File: src/rtl/flex_timer_pkg.sv
// flex_timer_pkg
// Shared types and default widths for the flex_timer block.
//   state_e       : timer state (IDLE / RUN)
//   DEF_CNT_BITS  : default width of the count / load value
//   DEF_PRE_BITS  : default width of the prescale value and prescale counter
package flex_timer_pkg;

  typedef enum logic {
    IDLE = 1'b0,
    RUN  = 1'b1
  } state_e;

  localparam int DEF_CNT_BITS = 8;
  localparam int DEF_PRE_BITS = 4;

endpackage

File: src/rtl/flex_prescaler.sv
// flex_prescaler
// Prescale counter for flex_timer. It produces one tick every (prescale+1)
// enabled clocks. The prescale value is latched when clear is asserted, so
// later changes on the prescale input have no effect until the next clear.
// Ports:
//   clk      in   system clock
//   rst      in   synchronous active-high reset
//   clear    in   zero the counter and latch prescale
//   enable   in   count this cycle
//   prescale in   prescale value, latched on clear
//   tick     out  combinational; high in the cycle the counter wraps
module flex_prescaler
  import flex_timer_pkg::*;
#(
  parameter int NUM_PRE_BITS = DEF_PRE_BITS
) (
  input  logic                    clk,
  input  logic                    rst,
  input  logic                    clear,
  input  logic                    enable,
  input  logic [NUM_PRE_BITS-1:0] prescale,
  output logic                    tick
);

  logic [NUM_PRE_BITS-1:0] cnt_q, cnt_d;
  logic [NUM_PRE_BITS-1:0] pre_q, pre_d;

  always_comb begin
    cnt_d = cnt_q;
    pre_d = pre_q;
    tick  = 1'b0;
    if (clear) begin
      cnt_d = '0;
      pre_d = prescale;
    end else if (enable) begin
      if (cnt_q == pre_q) begin
        tick  = 1'b1;
        cnt_d = '0;
      end else begin
        cnt_d = cnt_q + 1'b1;
      end
    end
  end

  always_ff @(posedge clk) begin
    if (rst) begin
      cnt_q <= '0;
      pre_q <= '0;
    end else begin
      cnt_q <= cnt_d;
      pre_q <= pre_d;
    end
  end

endmodule

File: src/rtl/flex_timer.sv
// flex_timer
// Loadable down-counting timer with programmable prescaler. A loaded count
// decrements once every (prescale+1) clocks after start and done pulses for
// one cycle when it reaches zero. Starting with a zero count produces an
// immediate done pulse without entering RUN.
// Optional feature: define FLEX_TIMER_AUTO_RELOAD_EN to reload the count from
// the last loaded value on every terminal tick and stay in RUN (periodic done).
// Ports:
//   clk        in   system clock
//   rst        in   synchronous active-high reset
//   load       in   capture load_val (ignored while running)
//   load_val   in   value to load
//   prescale   in   tick period minus one, sampled when a start is accepted
//   start      in   begin counting from the current (or just loaded) count
//   abort      in   stop immediately, keep count, return to IDLE
//   count_out  out  current count
//   busy       out  high while running, including the done cycle
//   done       out  one-cycle pulse when the count reaches zero
module flex_timer
  import flex_timer_pkg::*;
#(
  parameter int NUM_CNT_BITS = DEF_CNT_BITS,
  parameter int NUM_PRE_BITS = DEF_PRE_BITS
) (
  input  logic                    clk,
  input  logic                    rst,
  input  logic                    load,
  input  logic [NUM_CNT_BITS-1:0] load_val,
  input  logic [NUM_PRE_BITS-1:0] prescale,
  input  logic                    start,
  input  logic                    abort,
  output logic [NUM_CNT_BITS-1:0] count_out,
  output logic                    busy,
  output logic                    done
);

  localparam logic [NUM_CNT_BITS-1:0] CNT_ONE = 1;

  state_e                  state_q, state_d;
  logic [NUM_CNT_BITS-1:0] count_q, count_d;
  logic                    done_q, done_d;
  logic                    busy_q, busy_d;
`ifdef FLEX_TIMER_AUTO_RELOAD_EN
  logic [NUM_CNT_BITS-1:0] reload_q, reload_d;
`endif

  logic [NUM_CNT_BITS-1:0] start_cnt;
  logic                    start_ok;
  logic                    pre_clear;
  logic                    pre_en;
  logic                    tick;
  logic                    terminal;

  // A simultaneous load supplies the count that start will run from.
  assign start_cnt = load ? load_val : count_q;
  assign start_ok  = (state_q == IDLE) && !abort && start && (start_cnt != '0);
  assign pre_clear = abort || start_ok;
  assign pre_en    = (state_q == RUN) && !abort;

  flex_prescaler #(
    .NUM_PRE_BITS(NUM_PRE_BITS)
  ) u_prescaler (
    .clk     (clk),
    .rst     (rst),
    .clear   (pre_clear),
    .enable  (pre_en),
    .prescale(prescale),
    .tick    (tick)
  );

  // Next-state process
  always_comb begin
    state_d = state_q;
    if (abort) begin
      state_d = IDLE;
    end else begin
      case (state_q)
        IDLE: if (start_ok) state_d = RUN;
        RUN: begin
`ifdef FLEX_TIMER_AUTO_RELOAD_EN
          if (terminal && (reload_q == '0)) state_d = IDLE;
`else
          if (terminal) state_d = IDLE;
`endif
        end
        default: state_d = IDLE;
      endcase
    end
  end

  // Datapath and output process
  always_comb begin
    count_d  = count_q;
    done_d   = 1'b0;
    terminal = 1'b0;
`ifdef FLEX_TIMER_AUTO_RELOAD_EN
    reload_d = reload_q;
`endif
    if (!abort) begin
      case (state_q)
        IDLE: begin
          if (load) begin
            count_d = load_val;
`ifdef FLEX_TIMER_AUTO_RELOAD_EN
            reload_d = load_val;
`endif
          end
          // Zero-length timer: report completion without running.
          if (start && (start_cnt == '0)) done_d = 1'b1;
        end
        RUN: begin
          if (tick) begin
            // <= rather than == so the count can never wrap below zero.
            if (count_q <= CNT_ONE) begin
              terminal = 1'b1;
              done_d   = 1'b1;
`ifdef FLEX_TIMER_AUTO_RELOAD_EN
              count_d  = reload_q;
`else
              count_d  = '0;
`endif
            end else begin
              count_d = count_q - CNT_ONE;
            end
          end
        end
        default: ;
      endcase
    end
    // busy is held through the done cycle of a one-shot run.
    busy_d = (state_d == RUN) || terminal;
  end

  // State and register process
  always_ff @(posedge clk) begin
    if (rst) begin
      state_q <= IDLE;
      count_q <= '0;
      done_q  <= 1'b0;
      busy_q  <= 1'b0;
`ifdef FLEX_TIMER_AUTO_RELOAD_EN
      reload_q <= '0;
`endif
    end else begin
      state_q <= state_d;
      count_q <= count_d;
      done_q  <= done_d;
      busy_q  <= busy_d;
`ifdef FLEX_TIMER_AUTO_RELOAD_EN
      reload_q <= reload_d;
`endif
    end
  end

  assign count_out = count_q;
  assign busy      = busy_q;
  assign done      = done_q;

endmodule

File: config.mk
export PLATFORM = sky130hd
export DESIGN_NAME = flex_timer
export DESIGN_NICKNAME = d
export VERILOG_FILES = /design/src/rtl/flex_timer_pkg.sv /design/src/rtl/flex_prescaler.sv /design/src/rtl/flex_timer.sv
export SDC_FILE = /design/constraint.sdc
export NUM_CORES = 1
export LEC_CHECK = 0
export BUFFER_PORTS_ARGS = -buffer_cell sky130_fd_sc_hd__buf_2
export CORE_ASPECT_RATIO = 1.75
export CORE_MARGIN = 5
export CORE_UTILIZATION = 45
export DETAILED_ROUTE_END_ITERATION = 7
export PLACE_DENSITY = 0.76
export RECOVER_POWER = 25
export SYNTH_ARGS = -nofsm -noshare
export SYNTH_HDL_FRONTEND = slang
export SYNTH_SLANG_ARGS = --single-unit
File: constraint.sdc
create_clock -name clk -period 3.3 [get_ports clk]
set_input_delay 0.165 -clock clk [delete_from_list [all_inputs] [get_ports clk]]
set_output_delay 0.165 -clock clk [all_outputs]
set_load 0.05 [all_outputs]
## Word level (Yosys, flattened, before mapping)

Index checks and enable logic that the tools add are counted.

| word-level totals | value |
|---|---|
| register bits | 19 |
| latch bits | 0 |
| bits in writable memories | 0 |
| ROM bits | 0 |
| input port bits | 17 |
| output and inout bits | 10 |
| memories | 0 |

| operators by class | value |
|---|---|
| add/sub/neg operators | 2 |
| multipliers | 0 |
| div/mod/pow operators | 0 |
| magnitude comparators | 1 |
| eq/ne operators | 2 |
| shift operators | 0 |
| multiplexer cells | 18 |
| bitwise logic cells | 2 |
| reductions and logical operators | 13 |

Operator list:

| operator | count |
|---|---|
| 8-bit 2-to-1 mux | 3 |
| 8-bit one-hot mux with 2 select lines | 1 |
| 1-bit 2-to-1 mux | 11 |
| 8-bit by 1-bit less-or-equal comparator with 1-bit output, second input constant | 1 |
| 8-bit zero test | 1 |
| 8-bit nonzero test | 1 |
| 8-bit by 1-bit subtractor with 8-bit output, second input constant | 1 |
| 1-bit logical AND | 5 |
| 4-bit by 1-bit adder with 4-bit output, second input constant | 1 |
| 4-bit equality test | 1 |
| 4-bit 2-to-1 mux | 1 |
| 1-bit one-hot mux with 2 select lines | 2 |
| 2-bit OR reduction | 2 |
| 1-bit logical OR | 2 |
| 2-bit by 1-bit inequality test with 1-bit output, second input constant | 1 |
| 1-bit inverter | 2 |
| 2-bit AND reduction | 1 |
| 1-bit zero test | 1 |

## Depth between registers and ports, before layout

Gate-level depths: netlist of run 1.

| logic depth | value |
|---|---|
| depth in word-level cells | 13 |
| gate-level depth with buffers | 7 |

## Cells and area by module

Synthesis of run 1 repeated with hierarchy kept, for this count alone.

| unflattened totals | value |
|---|---|
| cell total of the unflattened synthesis | 141 |
| area, all modules | 1213.7 sq um |

By module, submodules not included:

| module | times used | cells an instance | area each (sq um) |
|---|---|---|---|
| flex_timer | 1 | 103 | 805.8 |
| flex_prescaler | 1 | 38 | 407.9 |

## Least setup slack after synthesis of run 1

Ideal clock, no wire load.

| path | value |
|---|---|
| path kind | flip-flop to flip-flop |
| start point | reg count_q[1], in the netlist count_out[1] |
| end point | reg count_q[4], in the netlist count_out[4] |
| arrival time | 1.938 ns |
| slack | 1.292 ns |
| stages on the path, launching flop included | 8 |
| path through | dfxtp_1 inv_1 ha_1 nor2_1 nor3_1 o41ai_1 o211ai_1 a21oi_1 |

| on the way | value |
|---|---|
| cells in the longest elaborated chain, start to end | 7 |
| elaborated cells on any way between the ends | 12 |
| those cells by class | add/sub: 1; order compare: 1; eq/ne: 1; mux: 5; reduce/logical: 4 |

Ends and longest elaborated chain:

| item | line | source |
|---|---|---|
| from (decl) | flex_timer.sv:40 | `logic [NUM_CNT_BITS-1:0] count_q, count_d;` |
| from (signal assigned) | flex_timer.sv:146 | `count_q <= count_d;` |
| branches (longest 7 deep; another with 8-bit by 1-bit subtractor with 8-bit output) | - |  |

Parallel ways; which one is timed is not known. The select of a mux whose other input is x is not followed.
A chain may end at the register's enable or synchronous reset.

## Worst setup path in the final report of run 1

| path | value |
|---|---|
| start point | reg count_q[0], in the netlist count_out[0] |
| end point | reg count_q[4], in the netlist count_out[4] |

Same word-level chain as after synthesis.

==> impl_metrics.csv, run 1 <==
group,metric,value,unit
run_status,status,"complete, no violations",
sta,grt_setup_unrepaired,"no",
final_layout,area_delta_synth_final,12.0,%
sta,final.setup.worst_slack,1.31,ns
final_layout,final_layout_size_suffix_gt1_frac,0.160,
setup_path,crit_type,"reg -> reg",
detailed_routing,dr.pass1.iters,4,
synthesis,yosysWarnings,0,
setup_path,cp-end-kind,"register",
placed_design,dp_hpwl,2.54,mm
clock_tree,cts_buffer_depth,2,
detailed_routing,drc,0,
clock_tree,numCtsBuffers,3,
global_route,grt_overflow,0,
detailed_routing,via_per_inst,6.11,
global_route,grt_antenna_before_repair,0,
final_layout,fin_nets,202,
power,p_leak,0.560,nW
power,intPower,0.000386,W
setup_path,worstPathCellList,"inv_1 > ha_1 > nor2_1 > nor3_1 > o41ai_1 > o211ai_1 > a21oi_1",
placed_design,numPortBuffers,26,
final_layout,fill_cells,264,
power,peakVddDrop,0.229,mV
global_route,grt_max_degree,21,
sta,fin_skew,0.00207,ns
sta,tightestPinTransition,0.597,ns
final_layout,final_cell_mix,"dfxtp_1, buf_2, nor2_1, a21oi_1, nand2_1",
global_route,grt_usage,0.167,
setup_path,worstSetupStartpointType,"register",
final_layout,antenna_cells,0,
die,placementRows,25,
power,switchingPower,0.000200,W
setup_path,crit_arrival,2.18,ns
job,maxCapViolCount,0,
detailed_routing,vias,1271,
setup_path,path_max_fanout,9,
synthesis,syn_inst,158,
power,share_comb_of_total_power,0.289,
setup_path,max_stage_delay,0.49,ns
setup_path,rr_startpoint,"count_out[0]$_SDFFE_PP0P_",
sta,setup_tns,0,ns
sta,finalCriticalPeriod,1.99,ns
synthesis,synthFlopType,"dfxtp_1",
setup_path,required,3.49,ns
sta,setup_viol,0,
detailed_routing,detail-route-antenna-nets,0,
synthesis,syn_avg_cell_area,8.01,um2
power,total_power,0.000586,W
synthesis,yosysSeqAreaShare,0.301,
power,swShare,0.341,
sta,relSlewSlack,0.599,
setup_path,crit_path_start,"count_out[0]$_SDFFE_PP0P_",
final_layout,regArea,380,um2
setup_path,reg2reg_to,"count_out[4]$_SDFFE_PP0P_",
synthesis,synth_cell_types,44,
power,power_density,414,nW/um2
setup_path,cp_slowest_cell,"dfxtp_1",
placed_design,place_ws,1.41,ns
die,core_area,2720,um2
synthesis,async_reset_ff_frac,0,
sta,fmax,502,MHz
die,die_h,80.1,um
final_layout,multi_input_area,805,um2
placed_design,gp_congestion,0.931,
die,design.die.area,4010,um2
die,floorplan.initialDensity,0.465,
clock_tree,hold_buffers,0,
die,die_w,50.1,um
setup_path,rrSetupSlack,1.31,ns
clock_tree,root_buffer,"clkbuf_8",
clock_tree,cts_tree,"done",
setup_path,reg2reg_depth,7,
global_route,grt_pass1_vias,1231,
clock_tree,htree_levels,1,
setup_path,endpoint,"count_out[4]$_SDFFE_PP0P_",
clock_tree,clk_latency,0.26,ns
synthesis,syn-num-nets,178,
synthesis,netlist_area,1260,um2
die,ioPinCount,27,
clock_tree,cts_resized,0,
synthesis,ys_ff_latch,19,
synthesis,synth_edf_count,0,
detailed_routing,initialDrtViolationCount,50,
power,seqPwrFrac,0.438,
sta,fin_crit_sh,0.604,
sta,hold_viol,0,
clock_tree,clk_pin_slew_worst_paths,0.07,ns
detailed_routing,wl,3.34,mm
clock_tree,clkSinkCount,19,
min_path,hp-class,"in -> reg",
clock_tree,cts_setup_buffers,0,
sta,slew_violations,0,
power,clock_power_share,0.273,
detailed_routing,wire_per_inst,16.0,um
global_route,grt_pass1_wl,5.42,mm
-- per-stage QoR --
stage	util	cells	cell area [um2]	hold slack, ns
global placement	0.507	204	1380	0.428
floorplan	-	158	1260	0.317
detailed placement	0.507	204	1380	0.436
global route	0.520	208	1420	0.169
CTS	0.524	208	1430	0.162
finish	0.520	208	1420	0.160
-- state kept, by name, summed over array words and instances, names as in the netlist --
register,cells
busy,1
count_out,8
done,1
state_q,1
u_prescaler.cnt_q,4
u_prescaler.pre_q,4
-- worst min path at each step --
stage,end,cells past startpoint,start,slack (ns)
floorplan,u_prescaler.pre_q[0]$_SDFFE_PP0P_,2,prescale[0],0.32
global placement,u_prescaler.pre_q[3]$_SDFFE_PP0P_,3,prescale[3],0.43
detailed placement,u_prescaler.pre_q[0]$_SDFFE_PP0P_,3,prescale[0],0.44
CTS,u_prescaler.pre_q[0]$_SDFFE_PP0P_,3,prescale[0],0.16
global route,u_prescaler.pre_q[0]$_SDFFE_PP0P_,3,prescale[0],0.17
finish,u_prescaler.pre_q[3]$_SDFFE_PP0P_,3,prescale[3],0.16
-- area by class of cell --
| type | instances | area share |
|---|---|---|
| multi-input combinational | 125 | 0.568 |
| inverter | 6 | 0.0159 |
| clock buffer | 3 | 0.0292 |
| tap | 27 | 0.0239 |
| sequential | 19 | 0.269 |
| timing repair buffer | 27 | 0.0910 |
| clock inverter | 1 | 0.00353 |
-- layer usage --
layer  up-vias  share of wire  track usage
met1       597           0.39        0.191
li1        614              -            -
met3        11          0.049       0.0223
met2        49           0.53        0.295
met5         -              0            0
met4         0          0.028       0.0787
-- power by group through the flow --
stage               logic (W)  clock network (W)  registers [W]
finish               0.000169           0.000160       0.000257
CTS                  0.000170           0.000166       0.000256
global placement     0.000165                  0       0.000261
global route         0.000184           0.000175       0.000259
floorplan            0.000106                  0       0.000282
detailed placement   0.000169                  0       0.000262
-- logic make-up (layout without fill, tap and decap cells) --
kind of cell	Yosys count	in the layout	share of synthesized area
AOI/OAI and AO/OA	42	42	0.231
xor gates and xnor gates	4	4	0.0277
adders and majority gates	3	3	0.0297
buffers and inverters	14	37	0.0633
DFF	19	19	0.301
muxes	11	11	0.0870
and+or+nand+nor	65	65	0.260
-- worst max-delay path: cells and delay by family (launching register included) --
family	cells	cell delay (ns)
buffers and inverters	1	0.08
AND/OR/NAND/NOR	2	0.47
flip-flops	1	0.49
adder cells (fa/ha/maj)	1	0.30
AO/OA/AOI/OAI	3	0.60
-- synthesized netlist by cell type, types with 3 or more instances --
cell | count | share of area
a21oi_1 | 12 | 0.047
dfxtp_1 | 19 | 0.30
ha_1 | 3 | 0.030
inv_1 | 6 | 0.018
mux2i_1 | 11 | 0.087
nand2_1 | 12 | 0.036
nand2b_1 | 10 | 0.049
nor2_1 | 18 | 0.053
nor2b_1 | 4 | 0.020
nor3_1 | 5 | 0.020
nor4_1 | 6 | 0.030
o211ai_1 | 3 | 0.018
o21ai_0 | 6 | 0.024
xnor2_1 | 4 | 0.028
Note: power is estimated with default switching activity, not from simulation.
==> run 2, diff against run 1 <==
==> constraint.sdc (replaced) <==
create_clock -name clk -period 2.1 [get_ports clk]
set_input_delay 0.105 -clock clk [delete_from_list [all_inputs] [get_ports clk]]
set_output_delay 0.105 -clock clk [all_outputs]
set_load 0.05 [all_outputs]
==> impl_metrics.csv, run 2 (synthesis gave the netlist of run 1 again) <==
group,metric,value,unit
clock_tree,clk_pin_slew_worst_paths,0.07,ns
global_route,use_met1,0.193,
detailed_routing,via_per_inst,6.06,
sta,fmax,540,MHz
clock_tree,numCtsBuffers,3,
final_layout,fin_nets,204,
sta,setup_tns,0,ns
detailed_routing,vias,1273,
global_route,grt_antenna_before_repair,0,
sta,finalCriticalPeriod,1.85,ns
die,die_h,80.1,um
power,seqPwrFrac,0.431,
sta,slew_violations,0,
sta,setup_viol,0,
clock_tree,cts_tree,"done",
min_path,hp-class,"in -> reg",
detailed_routing,drc,0,
placed_design,dp_hpwl,2.64,mm
clock_tree,clk_latency,0.25,ns
setup_path,max_stage_delay,0.57,ns
setup_path,critical_path.top_delay_family,"compound AO/OA/AOI/OAI gates",
global_route,grt_usage,0.177,
clock_tree,root_buffer,"clkbuf_8",
die,die_w,50.1,um
power,share_comb_of_total_power,0.294,
placed_design,gp_congestion,0.927,
setup_path,crit_type,"reg -> reg",
clock_tree,cts_setup_buffers,0,
clock_tree,clkSinkCount,19,
job,maxCapViolCount,0,
global_route,met3_usage,0.0241,
die,ioPinCount,27,
power,total_power,0.000931,W
setup_path,cp_slowest_cell,"a21oi_1",
clock_tree,cts_resized,0,
clock_tree,cts_buffer_depth,2,
power,power_density,650,nW/um2
setup_path,worstPathCellList,"xnor2_1 > nand4_1 > a21oi_1 > o211ai_1 > a21oi_1",
setup_path,path_buf_inv,0,
global_route,grt_pass1_wl,5.66,mm
clock_tree,hold_buffers,0,
final_layout,postLayoutCoreUtil,0.526,
detailed_routing,initialDrtViolationCount,33,
power,intPower,0.000614,W
sta,fin_crit_sh,0.882,
final_layout,area_delta_synth_final,13.3,%
power,switchingPower,0.000317,W
sta,grt_setup_unrepaired,"no",
detailed_routing,detail-route-antenna-nets,0,
power,swShare,0.340,
power,p_leak,0.567,nW
final_layout,final_layout_size_suffix_gt1_frac,0.169,
die,placementRows,25,
final_layout,final_cell_mix,"dfxtp_1, buf_2, nor2_1, a21oi_1, nand2_1",
setup_path,worstSetupStartpointType,"register",
sta,hold_viol,0,
power,clock_power_share,0.275,
setup_path,crit_top_cell,"a21oi_1",
sta,fin_skew,0.00109,ns
sta,tightestPinTransition,0.603,ns
die,floorplan.initialDensity,0.465,
die,design.die.area,4010,um2
global_route,gr-usage-met2,0.332,
power,peakVddDrop,0.342,mV
global_route,top_usage_layer,"met2",
run_status,status,"complete, no violations",
global_route,grt_pass1_vias,1234,
global_route,grt_max_degree,21,
detailed_routing,dr.pass1.iters,4,
detailed_routing,wl,3.38,mm
setup_path,crit_arrival,2.04,ns
final_layout,antenna_cells,0,
setup_path,required,2.29,ns
die,core_area,2720,um2
setup_path,cp-end-kind,"register",
sta,relSlewSlack,0.600,
global_route,grt_overflow,0,
clock_tree,htree_levels,1,
detailed_routing,wire_per_inst,16.1,um
placed_design,numPortBuffers,26,
final_layout,largest_reg_flops,8,
setup_path,path_max_fanout,10,
==> run 2: cell types whose count changed in the layout (fill, tap and decap cells not counted), sizes merged <==
cell,change
clkbuf,+1
buf,+2
clkinv,-1
==> run 2: path summary, 6_finish.rpt <==
check	end	start	cells after the start	slack (ns)
max	count_out[4]$_SDFFE_PP0P_	u_prescaler.cnt_q[0]$_SDFFE_PP0N_	5	0.25
max reg2reg	count_out[4]$_SDFFE_PP0P_	u_prescaler.cnt_q[0]$_SDFFE_PP0N_	5	0.25
min reg2reg	u_prescaler.pre_q[1]$_SDFFE_PP0P_	u_prescaler.pre_q[1]$_SDFFE_PP0P_	2	0.50
min	u_prescaler.pre_q[3]$_SDFFE_PP0P_	prescale[3]	3	0.10
==> run 2: cell type report <==
cell class                      count  area (um2)
Clock buffer                        4        45.0
Fill cell                         274        1290
Inverter                            6        22.5
Multi-Input combinational cell    125         807
Sequential cell                    19         380
Tap cell                           27        33.8
Timing Repair Buffer               29         144
==> run 2: power groups by stage <==
stage	logic, W	registers (W)	clock network (W)
2_1_floorplan	0.000167	0.000444	0
3_3_place_gp	0.000265	0.000407	0
3_5_place_dp	0.000272	0.000409	0
4_1_cts	0.000274	0.000401	0.000261
5_1_grt	0.000300	0.000405	0.000276
6_report	0.000274	0.000401	0.000256
==> run 2: per-layer routing <==
metal  wire length, um  up-vias
met3               206        8
li1                  -      624
met4                65        0
met5                 0        -
met1              1270      590
met2              1840       51
==> run 2: metrics by stage <==
stage	area, um2	setup WS (ns)	std cells	hold slack, ns
floorplan	1260	0.0915	158	0.257
global placement	1390	0.219	206	0.369
CTS	1440	0.202	210	0.103
global route	1430	0.0223	210	0.113
detailed placement	1390	0.223	206	0.377
finish	1430	0.249	210	0.104
==> run 2: worst reg2reg max path, cell delays in order (launching register included) <==
cell and delay [ns]:
dfxtp_1 0.41, xnor2_1 0.14, nand4_1 0.34, a21oi_1 0.57, o211ai_1 0.16, a21oi_1 0.17
==> run 3, diff against run 2 <==
--- a/config.mk
+++ b/config.mk
@@ -10,7 +10,7 @@
 export CORE_MARGIN = 5
 export CORE_UTILIZATION = 45
 export DETAILED_ROUTE_END_ITERATION = 7
-export PLACE_DENSITY = 0.76
+export PLACE_DENSITY_LB_ADDON = 0.05
 export RECOVER_POWER = 25
 export SYNTH_ARGS = -nofsm -noshare
 export SYNTH_HDL_FRONTEND = slang
==> impl_metrics.csv, run 3 (synthesis gave the netlist of run 1 again) <==
group,metric,value,unit
run_status,status,"complete, but fails checks",
run_status,violations,"DRC",
power,peakVddDrop,0.411,mV
die,floorplan.initialDensity,0.465,
detailed_routing,vias,1260,
die,core_area,2720,um2
sta,grt_setup_unrepaired,"no",
setup_path,cp-end-kind,"register",
sta,fin_crit_sh,0.878,
setup_path,worstPathCellList,"inv_1 > ha_1 > nor2_2 > nor3_1 > o41ai_1 > o211ai_1 > a21oi_1",
final_layout,antenna_cells,0,
clock_tree,cts_tree,"done",
placed_design,numPortBuffers,26,
detailed_routing,detail-route-antenna-nets,0,
clock_tree,numCtsBuffers,3,
detailed_routing,wl,3.30,mm
clock_tree,clk_pin_slew_worst_paths,0.06,ns
placed_design,dp_cells,206,
global_route,grt_pass1_wl,5.58,mm
global_route,grt_usage,0.175,
clock_tree,clkSinkCount,19,
setup_path,required,2.29,ns
job,maxCapViolCount,0,
clock_tree,clk_latency,0.26,ns
final_layout,largest_reg_flops,8,
min_path,hp-class,"in -> reg",
final_layout,area_delta_synth_final,13.3,%
final_layout,stdcell_count,210,
setup_path,worstSetupStartpointType,"register",
global_route,grt_pass1_vias,1255,
setup_path,crit_arrival,2.03,ns
die,die_w,50.1,um
sta,finalCriticalPeriod,1.84,ns
sta,slew_violations,0,
sta,tightestPinTransition,0.612,ns
detailed_routing,via_per_inst,6.00,
sta,setup_viol,0,
final_layout,final_cell_mix,"dfxtp_1, buf_2, nor2_1, a21oi_1, nand2_1",
setup_path,cp_slowest_cell,"dfxtp_1",
power,p_leak,0.566,nW
detailed_routing,drc,1,
die,die_h,80.1,um
die,ioPinCount,27,
die,placementRows,25,
placed_design,dp_hpwl,2.60,mm
detailed_routing,initialDrtViolationCount,41,
detailed_routing,wire_per_inst,15.7,um
setup_path,critical_path.top_delay_family,"compound AO/OA/AOI/OAI gates",
setup_path,crit_type,"reg -> reg",
sta,hold_viol,0,
clock_tree,cts_buffer_depth,2,
global_route,grt_max_degree,21,
global_route,grt_overflow,0,
sta,setup_tns,0,ns
clock_tree,htree_levels,1,
sta,fin_skew,0.00780,ns
setup_path,path_buf_inv,1,
clock_tree,root_buffer,"clkbuf_8",
power,power_density,649,nW/um2
detailed_routing,dr.pass1.iters,7,
clock_tree,cts_setup_buffers,0,
clock_tree,hold_buffers,0,
global_route,grt_antenna_before_repair,0,
final_layout,fin_nets,204,
final_layout,fill_cells,295,
setup_path,max_stage_delay,0.49,ns
sta,fmax,542,MHz
placed_design,gp_congestion,0.934,
setup_path,path_max_fanout,9,
final_layout,final_layout_size_suffix_gt1_frac,0.169,
sta,relSlewSlack,0.594,
die,design.die.area,4010,um2
-- run 3: path summary, 6_finish.rpt --
kind | start | end | depth (start not counted) | slack, ns
worst min register to register | u_prescaler.cnt_q[3]$_SDFFE_PP0N_ | u_prescaler.cnt_q[3]$_SDFFE_PP0N_ | 2 | 0.49
worst max register to register | count_out[0]$_SDFFE_PP0P_ | count_out[4]$_SDFFE_PP0P_ | 7 | 0.26
worst max-delay path | count_out[0]$_SDFFE_PP0P_ | count_out[4]$_SDFFE_PP0P_ | 7 | 0.26
worst min-delay path | prescale[0] | u_prescaler.pre_q[0]$_SDFFE_PP0P_ | 3 | 0.10
-- run 3: what timing repair did --
| action | CTS | global route |
|---|---|---|
| endpoints found under the setup margin | 0 | 2 |
| resized for setup | 0 | 1 |
| hold endpoints to repair | 0 | 0 |
-- run 3: tightest hold or removal path: stages --
cell	delay [ns]
buf_2	0.10
nand2b_1	0.05
mux2i_1	0.05
-- run 3: area by class of cell --
class                      count  area [um2]  area share
multi-input combinational    125         807       0.563
sequential                    19         380       0.266
timing repair buffer          29         144       0.100
clock buffer                   4        45.0      0.0314
tap                           27        33.8      0.0236
inverter                       6        22.5      0.0157
-- run 3: report_power, final --
group	switching (W)	internal, W	leakage (nW)	total [W]
Clock	0.000119	0.000135	0.0228	0.000254
Combinational	0.000168	0.000102	0.388	0.000270
Sequential	0.0000275	0.000379	0.155	0.000406
-- run 3: metal layers --
metal  track usage  share of wire
met1         0.190           0.39
met2         0.322           0.54
met3        0.0241          0.051
met4        0.0761          0.013
met5             0              0
-- run 3: through the flow --
step	hold slack (ns)	cell area (um2)	power, W	worst slack [ns]	utilization
global placement	0.366	1390	0.000680	0.182	0.512
detailed placement	0.373	1390	0.000684	0.159	0.512
floorplan	0.257	1260	0.000611	0.0915	-
global route	0.113	1430	0.000987	0.0119	0.526
CTS	0.109	1440	0.000938	0.126	0.529
finish	0.104	1430	0.000930	0.256	0.526
